--- config.mk ---
export PLATFORM = sky130hd
export DESIGN_NAME = matrix_streamer
export DESIGN_NICKNAME = d
export VERILOG_FILES = /design/src/rtl/matrix_streamer.sv
export SDC_FILE = /design/constraint.sdc
export NUM_CORES = 1
export LEC_CHECK = 0
export CAP_MARGIN = 20
export CORE_MARGIN = 1.5
export CORE_UTILIZATION = 29
export CTS_BUF_LIST = sky130_fd_sc_hd__clkbuf_8
export DETAILED_ROUTE_END_ITERATION = 7
export PLACE_DENSITY = 0.56
export SYNTH_ARGS = -nofsm -noshare
export SYNTH_HDL_FRONTEND = slang
export SYNTH_SLANG_ARGS = --single-unit
--- constraint.sdc ---
create_clock -name clk -period 4.1 [get_ports clk]
set_input_delay 0.82 -clock clk [delete_from_list [all_inputs] [get_ports clk]]
set_output_delay 0.82 -clock clk [all_outputs]
set_load 0.005 [all_outputs]
--- src/rtl/matrix_streamer.sv ---
// matrix_streamer: snapshots a ROWSxCOLS cell bus on load and streams the cells
// one per valid/ready transfer with row/col/last tags and a frame checksum.
module matrix_streamer #(
  parameter int ROWS = 2,
  parameter int COLS = 3,
  parameter int W    = 8,
  parameter int SUMW = 11
) (
  input  logic                   clk,
  input  logic                   rst,
  input  logic [ROWS*COLS*W-1:0] flat,
  input  logic                   load,
  input  logic                   out_ready,
  output logic                   out_valid,
  output logic [W-1:0]           out_data,
  output logic [7:0]             out_row,
  output logic [7:0]             out_col,
  output logic                   out_last,
  output logic                   busy,
  output logic [SUMW-1:0]        sum,
  output logic                   sum_valid
);
  typedef enum logic {IDLE, SEND} state_t;
  state_t                 state_q, state_d;
  logic [ROWS*COLS*W-1:0] shadow_q, shadow_d;
  logic [SUMW-1:0]        acc_q, acc_d, sum_q, sum_d, acc_next;
  logic                   out_valid_q, out_valid_d, out_last_q, out_last_d;
  logic                   sum_valid_q, sum_valid_d;
  logic [W-1:0]           out_data_q, out_data_d;
  logic [7:0]             out_row_q, out_row_d, out_col_q, out_col_d, nrow, ncol;
  logic [15:0]            nidx;
  logic                   xfer, wrap, done, capture;
  always_comb begin
    xfer        = out_valid_q && out_ready;
    done        = xfer && out_last_q;
    capture     = (state_q == IDLE) ? load : (done && load);
    wrap        = out_col_q == 8'(COLS - 1);
    ncol        = wrap ? 8'd0 : out_col_q + 8'd1;
    nrow        = wrap ? out_row_q + 8'd1 : out_row_q;
    nidx        = 16'(nrow) * 16'(COLS) + 16'(ncol);
    acc_next    = acc_q + SUMW'(out_data_q);
    state_d     = state_q;
    shadow_d    = shadow_q;
    acc_d       = acc_q;
    out_valid_d = out_valid_q;
    out_last_d  = out_last_q;
    out_data_d  = out_data_q;
    out_row_d   = out_row_q;
    out_col_d   = out_col_q;
    sum_d       = done ? acc_next : sum_q;
    sum_valid_d = done;
    if (capture) begin
      state_d     = SEND;
      shadow_d    = flat;
      acc_d       = '0;
      out_valid_d = 1'b1;
      out_last_d  = (ROWS * COLS == 1);
      out_data_d  = flat[W-1:0];
      out_row_d   = '0;
      out_col_d   = '0;
    end else if (done) begin
      state_d     = IDLE;
      acc_d       = '0;
      out_valid_d = 1'b0;
      out_last_d  = 1'b0;
      out_data_d  = '0;
      out_row_d   = '0;
      out_col_d   = '0;
    end else if (xfer) begin
      acc_d       = acc_next;
      out_row_d   = nrow;
      out_col_d   = ncol;
      out_data_d  = shadow_q[nidx*W +: W];
      out_last_d  = nrow == 8'(ROWS - 1) && ncol == 8'(COLS - 1);
    end
  end
  always_ff @(posedge clk or posedge rst) begin
    if (rst) begin
      state_q     <= IDLE;
      shadow_q    <= '0;
      acc_q       <= '0;
      sum_q       <= '0;
      sum_valid_q <= 1'b0;
      out_valid_q <= 1'b0;
      out_last_q  <= 1'b0;
      out_data_q  <= '0;
      out_row_q   <= '0;
      out_col_q   <= '0;
    end else begin
      state_q     <= state_d;
      shadow_q    <= shadow_d;
      acc_q       <= acc_d;
      sum_q       <= sum_d;
      sum_valid_q <= sum_valid_d;
      out_valid_q <= out_valid_d;
      out_last_q  <= out_last_d;
      out_data_q  <= out_data_d;
      out_row_q   <= out_row_d;
      out_col_q   <= out_col_d;
    end
  end
  assign out_valid = out_valid_q;
  assign out_data  = out_data_q;
  assign out_row   = out_row_q;
  assign out_col   = out_col_q;
  assign out_last  = out_last_q;
  assign busy      = state_q == SEND;
  assign sum       = sum_q;
  assign sum_valid = sum_valid_q;
endmodule

==> results.py, run 1 <==
metrics = {
    "power": {
        "comb_power_share": 0.586,
        "intPower_w": 0.00317,
        "cellLeakagePower_nw": 2.74,
        "clkPwrFrac": 0.111,
        "power.density_mw_per_mm2": 828,
        "ir_drop_mv": 0.441,
        "p_sw_w": 0.00215,
        "p_sw_frac": 0.405,
        "p_seq_frac": 0.303,
    },
    "worst_setup_path": {
        "crit_chain": "nor4_2 -> and3_1 -> buf_4 -> nand2_1 -> xor2_1 -> xor2_1 -> ha_1 -> ha_1 -> a21o_1 -> a21oi_1 -> xnor2_1 -> xnor2_1 -> xnor2_2 -> o21ai_1",
        "worst_setup_path_start_kind": "flip-flop",
        "cp_max_fo": 10,
        "slowest_delay_ps": 470,
        "crit_path_end_kind": "flip-flop",
        "slowest_stage": "dfrtp_1",
        "cp_data_required_time_ps": 4360,
        "critPathArrivalTime_ps": 3940,
        "path_class": "reg -> reg",
    },
    "clocking": {
        "cts_resized": 0,
        "clkTransAtPathRegs_ps": 100,
        "cts.sinks": 97,
        "clkLatencyLatePin_ps": 380,
        "post_cts_buffers": 0,
        "cts_made_buffers": 9,
        "cts_tree": "yes",
        "cts_buffer_depth": 2,
        "cts_root_buf": "clkbuf_8",
        "htree_levels": 3,
        "cts_hold_buf": 0,
    },
    "synthesis": {
        "synth-adder-area-share": 0.0549,
        "synth-xor-area-share": 0.0499,
        "ys_types": 46,
        "synthesis.nets": 534,
        "yosys_warnings": 0,
        "yosys.area_share.simple": 0.0942,
        "synth_area_per_cell_um2": 11.0,
        "ys.flop_type": "dfrtp_1",
        "ys_ff_latch": 97,
        "synth_top_family_by_area": "multiplexers",
        "synth_edf_count": 0,
        "synth-compound-area-share": 0.124,
        "synth_mux_area_frac": 0.165,
        "yosysSeqAreaShare": 0.479,
        "synthArstFlopShare": 1.00,
        "synth_area_mm2": 0.00506,
        "netlist_instances": 461,
    },
    "floorplan": {
        "dieHeight_um": 135,
        "die_area_mm2": 0.0183,
        "ios": 91,
        "chipWidth_um": 135,
        "core_mm2": 0.0172,
        "rows": 48,
        "initial_core_util": 0.295,
    },
    "sta": {
        "worstMarginPinSlew_ps": 870,
        "fin_ws_ps": 415,
        "max_freq_ghz": 0.271,
        "period_share": 0.899,
        "setup_violations": 0,
        "final.setup.tns_ps": 0,
        "finalHoldViolations": 0,
        "finalClockSkew_ps": 13.3,
        "finalMaxSlewViolations": 0,
        "fin_crit_ps": 3690,
        "relSlewSlack": 0.420,
        "rsz0062_at_grt": "false",
    },
    "detailed_routing": {
        "wl_per_cell_um": 15.7,
        "vias_per_cell": 4.83,
        "highest_layer": "met4",
        "met1Wirelength_mm": 6.06,
        "antenna_left": 0,
        "drc": 0,
        "vias": 3746,
        "dr.first_iter.drc_count": 143,
        "wl_met3_um": 608,
        "routed_wl_mm": 12.2,
        "met2WireLength_mm": 5.38,
        "drt-pass1-iter-count": 4,
    },
    "run": {
        "drv_cap": 0,
    },
    "layout": {
        "n_antenna_cell": 0,
        "final_common_cell": "dfrtp_1",
        "fillers": 1742,
        "area_growth_pct": 26.9,
        "nNetsFinal": 619,
        "drive_gt1_frac": 0.162,
        "finish.utilization": 0.374,
        "layout_common_cells": "97 x dfrtp_1, 90 x clkdlybuf4s50_1, 53 x nand2_1, 50 x mux2_2, 35 x o21ai_0",
    },
    "global_routing": {
        "grt_pass1_vias": 3668,
        "antenna_found_initial": 0,
        "grt_start_max_net_pins": 62,
        "grt_usage": 0.141,
        "grt_pass1_wl_mm": 20.0,
        "grt_overflow": 0,
    },
    "place": {
        "gp_congestion": 0.799,
        "dp.final_hpwl_mm": 9.03,
        "io_buffers": 90,
        "place_ws_ps": 451,
    },
    "min_path": {
        "min_path_type": "reg -> reg",
    },
    "run_status": {
        "status": "complete, no violations",
    },
}
[kinds of logic (layout without fill, tap and decap cells)]
logic type | Yosys count | after routing
AOI/OAI and AO/OA | 102 | 102
xor gates and xnor gates | 28 | 28
adders and majority gates | 21 | 21
buffers and inverters | 41 | 131
DFF | 97 | 97
muxes | 67 | 67
and+or+nand+nor | 105 | 105
[metal layers]
metal / up-vias / global-route usage
met5: - / 0
met4: 0 / 0.0436
met3: 13 / 0.0236
met2: 109 / 0.210
met1: 1806 / 0.210
li1: 1818 / -
[Yosys cell counts, types with 11 or more instances]
cell / n / area [um^2]
dfrtp_1: 97 / 2430
nand2_1: 53 / 199
mux2_2: 50 / 563
o21ai_0: 35 / 175
ha_1: 19 / 238
nor2_1: 17 / 63.8
inv_1: 16 / 60.1
clkbuf_1: 15 / 56.3
xnor2_1: 15 / 131
a21oi_1: 12 / 60.1
xor2_1: 12 / 105
nand3_1: 11 / 55.1
o21ai_1: 11 / 55.1
[worst max-delay path, delay by kind of cell (launching register included)]
family / cells / cell delay, ps
XOR/XNOR: 5 / 1070
AND/OR/NAND/NOR: 3 / 760
adder cells (fa/ha/maj): 2 / 580
flip-flops: 1 / 470
AO/OA/AOI/OAI: 3 / 460
buffers and inverters: 1 / 220
[worst paths after layout]
| path | from | to | slack (ps) | cells after the start |
|---|---|---|---|---|
| min in group asynchronous | rst | out_col[5] | 940 | 2 |
| max in group asynchronous | rst | out_last | 2370 | 3 |
| min reg2reg | sum[10] | sum[10] | 490 | 2 |
| max reg2reg | out_col[2] | out_data[2] | 410 | 14 |
| min | sum[10] | sum[10] | 490 | 2 |
| max | out_col[2] | out_data[2] | 410 | 14 |
[registers in the layout, summed over array words and instances (netlist names)]
register and flops:
acc_q 11, out_col 8, out_data 8, out_last 1, out_row 8, out_valid 1
shadow_q 48, sum 11, sum_valid 1
[power groups by stage]
stage                     combinational (W)  clock [W]  sequential, W
after floorplan                     0.00228          0        0.00155
after global placement              0.00309          0        0.00162
after detailed placement            0.00316          0        0.00163
after CTS                           0.00317   0.000615        0.00162
after global routing                0.00350   0.000660        0.00167
final                               0.00312   0.000591        0.00161
[per-stage QoR]
| step | area, um^2 | hold slack (ps) | total power (W) | cells |
|---|---|---|---|---|
| 3_3_place_gp | 6220 | 466 | 0.00471 | 759 |
| 2_1_floorplan | 5060 | 454 | 0.00383 | 461 |
| 4_1_cts | 6400 | 495 | 0.00540 | 775 |
| 5_1_grt | 6430 | 511 | 0.00583 | 776 |
| 3_5_place_dp | 6220 | 475 | 0.00479 | 759 |
| 6_report | 6430 | 487 | 0.00532 | 776 |
[cell type report]
cell class,count,area (um^2),share of cell area
Multi-Input combinational cell,323,2470,0.385
Inverter,16,62.6,0.00974
Sequential cell,97,2430,0.378
Clock buffer,10,138,0.0214
Clock inverter,6,42.5,0.00662
Tap cell,225,282,0.0438
Timing Repair Buffer,99,1000,0.156
(Power assumes the default switching activity.)
==> inputs of run 2 (changes only) <==
--- a/config.mk
+++ b/config.mk
@@ -7,10 +7,10 @@
 export LEC_CHECK = 0
 export CAP_MARGIN = 20
 export CORE_MARGIN = 1.5
-export CORE_UTILIZATION = 29
+export CORE_UTILIZATION = 55
 export CTS_BUF_LIST = sky130_fd_sc_hd__clkbuf_8
 export DETAILED_ROUTE_END_ITERATION = 7
-export PLACE_DENSITY = 0.56
+export PLACE_DENSITY = 0.9
 export SYNTH_ARGS = -nofsm -noshare
 export SYNTH_HDL_FRONTEND = slang
 export SYNTH_SLANG_ARGS = --single-unit
==> run 2 against run 1 <==
Setup slack worse by 100 ps. Highest routed layer unchanged. The run now ends with design-rule violations left. Clock skew grew 2.5 ps. Combinational power hardly changed. Register-to-register slack worse by 100 ps. Global-route usage grew 11 points. Die area shrank 46%. Critical path type unchanged. First-iteration DRC count is 94% higher. Design area fell by 2.8%.
==> results.py, run 2 (synthesized netlist as in run 1, its figures left out) <==
metrics = {
    "worst_setup_path": {
        "critPathArrivalTime_ps": 4020,
        "crit_start": "out_col[2]",
        "crit_top_cell": "ha_1",
        "path_class": "reg -> reg",
        "slowest_delay_ps": 470,
        "crit_chain": "nor4_2 -> and3_1 -> mux2i_1 -> ha_1 -> inv_1 -> ha_1 -> nand2b_1 -> ha_1 -> a21o_1 -> a21oi_1 -> xnor2_1 -> xnor2_1 -> xnor2_2 -> o21ai_1",
        "slowest_stage": "dfrtp_1",
        "worst_setup_path_start_kind": "flip-flop",
        "reg2reg_depth": 14,
        "reg2reg_slack_ps": 310,
        "r2r-start": "out_col[2]",
        "crit_path_end_kind": "flip-flop",
        "cp_max_fo": 8,
        "crit_end": "out_data[3]",
        "reg2reg_to": "out_data[3]",
        "cp_data_required_time_ps": 4330,
    },
    "layout": {
        "largest-register": "shadow_q",
        "seqCellArea_mm2": 0.00243,
        "nNetsFinal": 617,
        "final_common_cell": "dfrtp_1",
        "drive_gt1_frac": 0.158,
        "fillers": 599,
        "layout_common_cells": "97 x dfrtp_1, 90 x clkdlybuf4s50_1, 53 x nand2_1, 50 x mux2_2, 35 x o21ai_0",
        "n_antenna_cell": 0,
        "largest_reg_flops": 48,
        "multi_input_area_mm2": 0.00247,
        "finish.utilization": 0.709,
        "fin_cells": 657,
        "area_growth_pct": 23.4,
    },
    "run_status": {
        "failed_checks": "design-rule violations",
        "status": "complete, but fails checks",
    },
    "power": {
        "total_power_w": 0.00535,
        "cellLeakagePower_nw": 2.72,
        "power.density_mw_per_mm2": 857,
        "ir_drop_mv": 0.587,
    },
    "clocking": {
        "cts.sinks": 97,
        "cts_made_buffers": 9,
        "htree_levels": 3,
        "cts_root_buf": "clkbuf_8",
        "cts_resized": 0,
        "cts_hold_buf": 0,
        "cts_tree": "yes",
        "post_cts_buffers": 0,
        "clkTransAtPathRegs_ps": 100,
        "clkLatencyLatePin_ps": 370,
        "cts_buffer_depth": 2,
    },
    "floorplan": {
        "ios": 91,
        "initial_core_util": 0.575,
        "dieHeight_um": 98.9,
        "core_mm2": 0.00881,
        "die_area_mm2": 0.00979,
        "chipWidth_um": 98.9,
        "rows": 34,
    },
    "detailed_routing": {
        "met1Wirelength_mm": 4.97,
        "met2WireLength_mm": 5.78,
        "drc": 6,
        "antenna_left": 0,
        "vias": 3936,
        "dr.first_iter.drc_count": 277,
        "wl_per_cell_um": 17.9,
        "drt-pass1-iter-count": 7,
        "wl_met3_um": 791,
        "vias_per_cell": 5.99,
        "routed_wl_mm": 11.8,
        "highest_layer": "met4",
    },
    "sta": {
        "worstMarginPinSlew_ps": 1010,
        "finalMaxSlewViolations": 0,
        "setup_violations": 0,
        "max_freq_ghz": 0.264,
        "period_share": 0.923,
        "fin_crit_ps": 3790,
        "fin_ws_ps": 314,
        "rsz0062_at_grt": "false",
        "finalClockSkew_ps": 15.8,
        "final.setup.tns_ps": 0,
        "finalHoldViolations": 0,
        "relSlewSlack": 0.328,
    },
    "run": {
        "drv_cap": 0,
    },
    "place": {
        "dpl.cell_count": 641,
        "dp.final_hpwl_mm": 8.49,
        "io_buffers": 90,
        "place_ws_ps": 385,
        "gp_congestion": 0.921,
    },
    "global_routing": {
        "grt_overflow": 0,
        "grt_start_max_net_pins": 74,
        "grt_usage": 0.253,
        "grt_pass1_vias": 3975,
        "antenna_found_initial": 0,
        "grt_pass1_wl_mm": 19.5,
    },
    "min_path": {
        "holdPathStages": 2,
        "min_path_type": "reg -> reg",
    },
}
run 2: worst min-delay path by stage:
stage | startpoint | endpoint
3_3_place_gp | sum[7] | sum[7]
3_5_place_dp | sum[9] | sum[9]
4_1_cts | sum[9] | sum[9]
2_1_floorplan | acc_q[2] | acc_q[2]
6_report | sum[5] | sum[5]
5_1_grt | sum[9] | sum[9]
run 2: layer usage:
| metal | GRT usage | vias to the layer above |
|---|---|---|
| met1 | 0.333 | 1934 |
| li1 | - | 1805 |
| met3 | 0.0447 | 29 |
| met2 | 0.422 | 168 |
| met4 | 0.0934 | 0 |
| met5 | 0 | - |
run 2: area by class of cell:
cell class / instances / area share
timing repair buffer: 97 / 0.153
clock buffer: 9 / 0.0198
inverter: 16 / 0.0100
sequential: 97 / 0.389
clock inverter: 7 / 0.0114
multi-input combinational: 323 / 0.396
tap: 108 / 0.0216
run 2: report_power, final:
group / total (W) / switching, W / internal (W)
clock network: 0.000617 / 0.000335 / 0.000282
logic: 0.00312 / 0.00154 / 0.00157
registers: 0.00162 / 0.000277 / 0.00134
total: 0.00535 / 0.00215 / 0.00320
run 2: stage by stage:
step,cell area (um^2),hold WS (ps)
6_report,6250,485
5_1_grt,6250,514
4_1_cts,6250,493
3_5_place_dp,6050,472
3_3_place_gp,6050,460
2_1_floorplan,5060,454
run 2: critical path, delay by kind of cell, from the launching register on:
family | cells | cell delay [ps]
compound gates | 3 | 510
xor+xnor | 3 | 680
fa+ha+maj | 3 | 700
buf+inv | 1 | 70
flops | 1 | 470
mux | 1 | 420
simple gates | 3 | 810
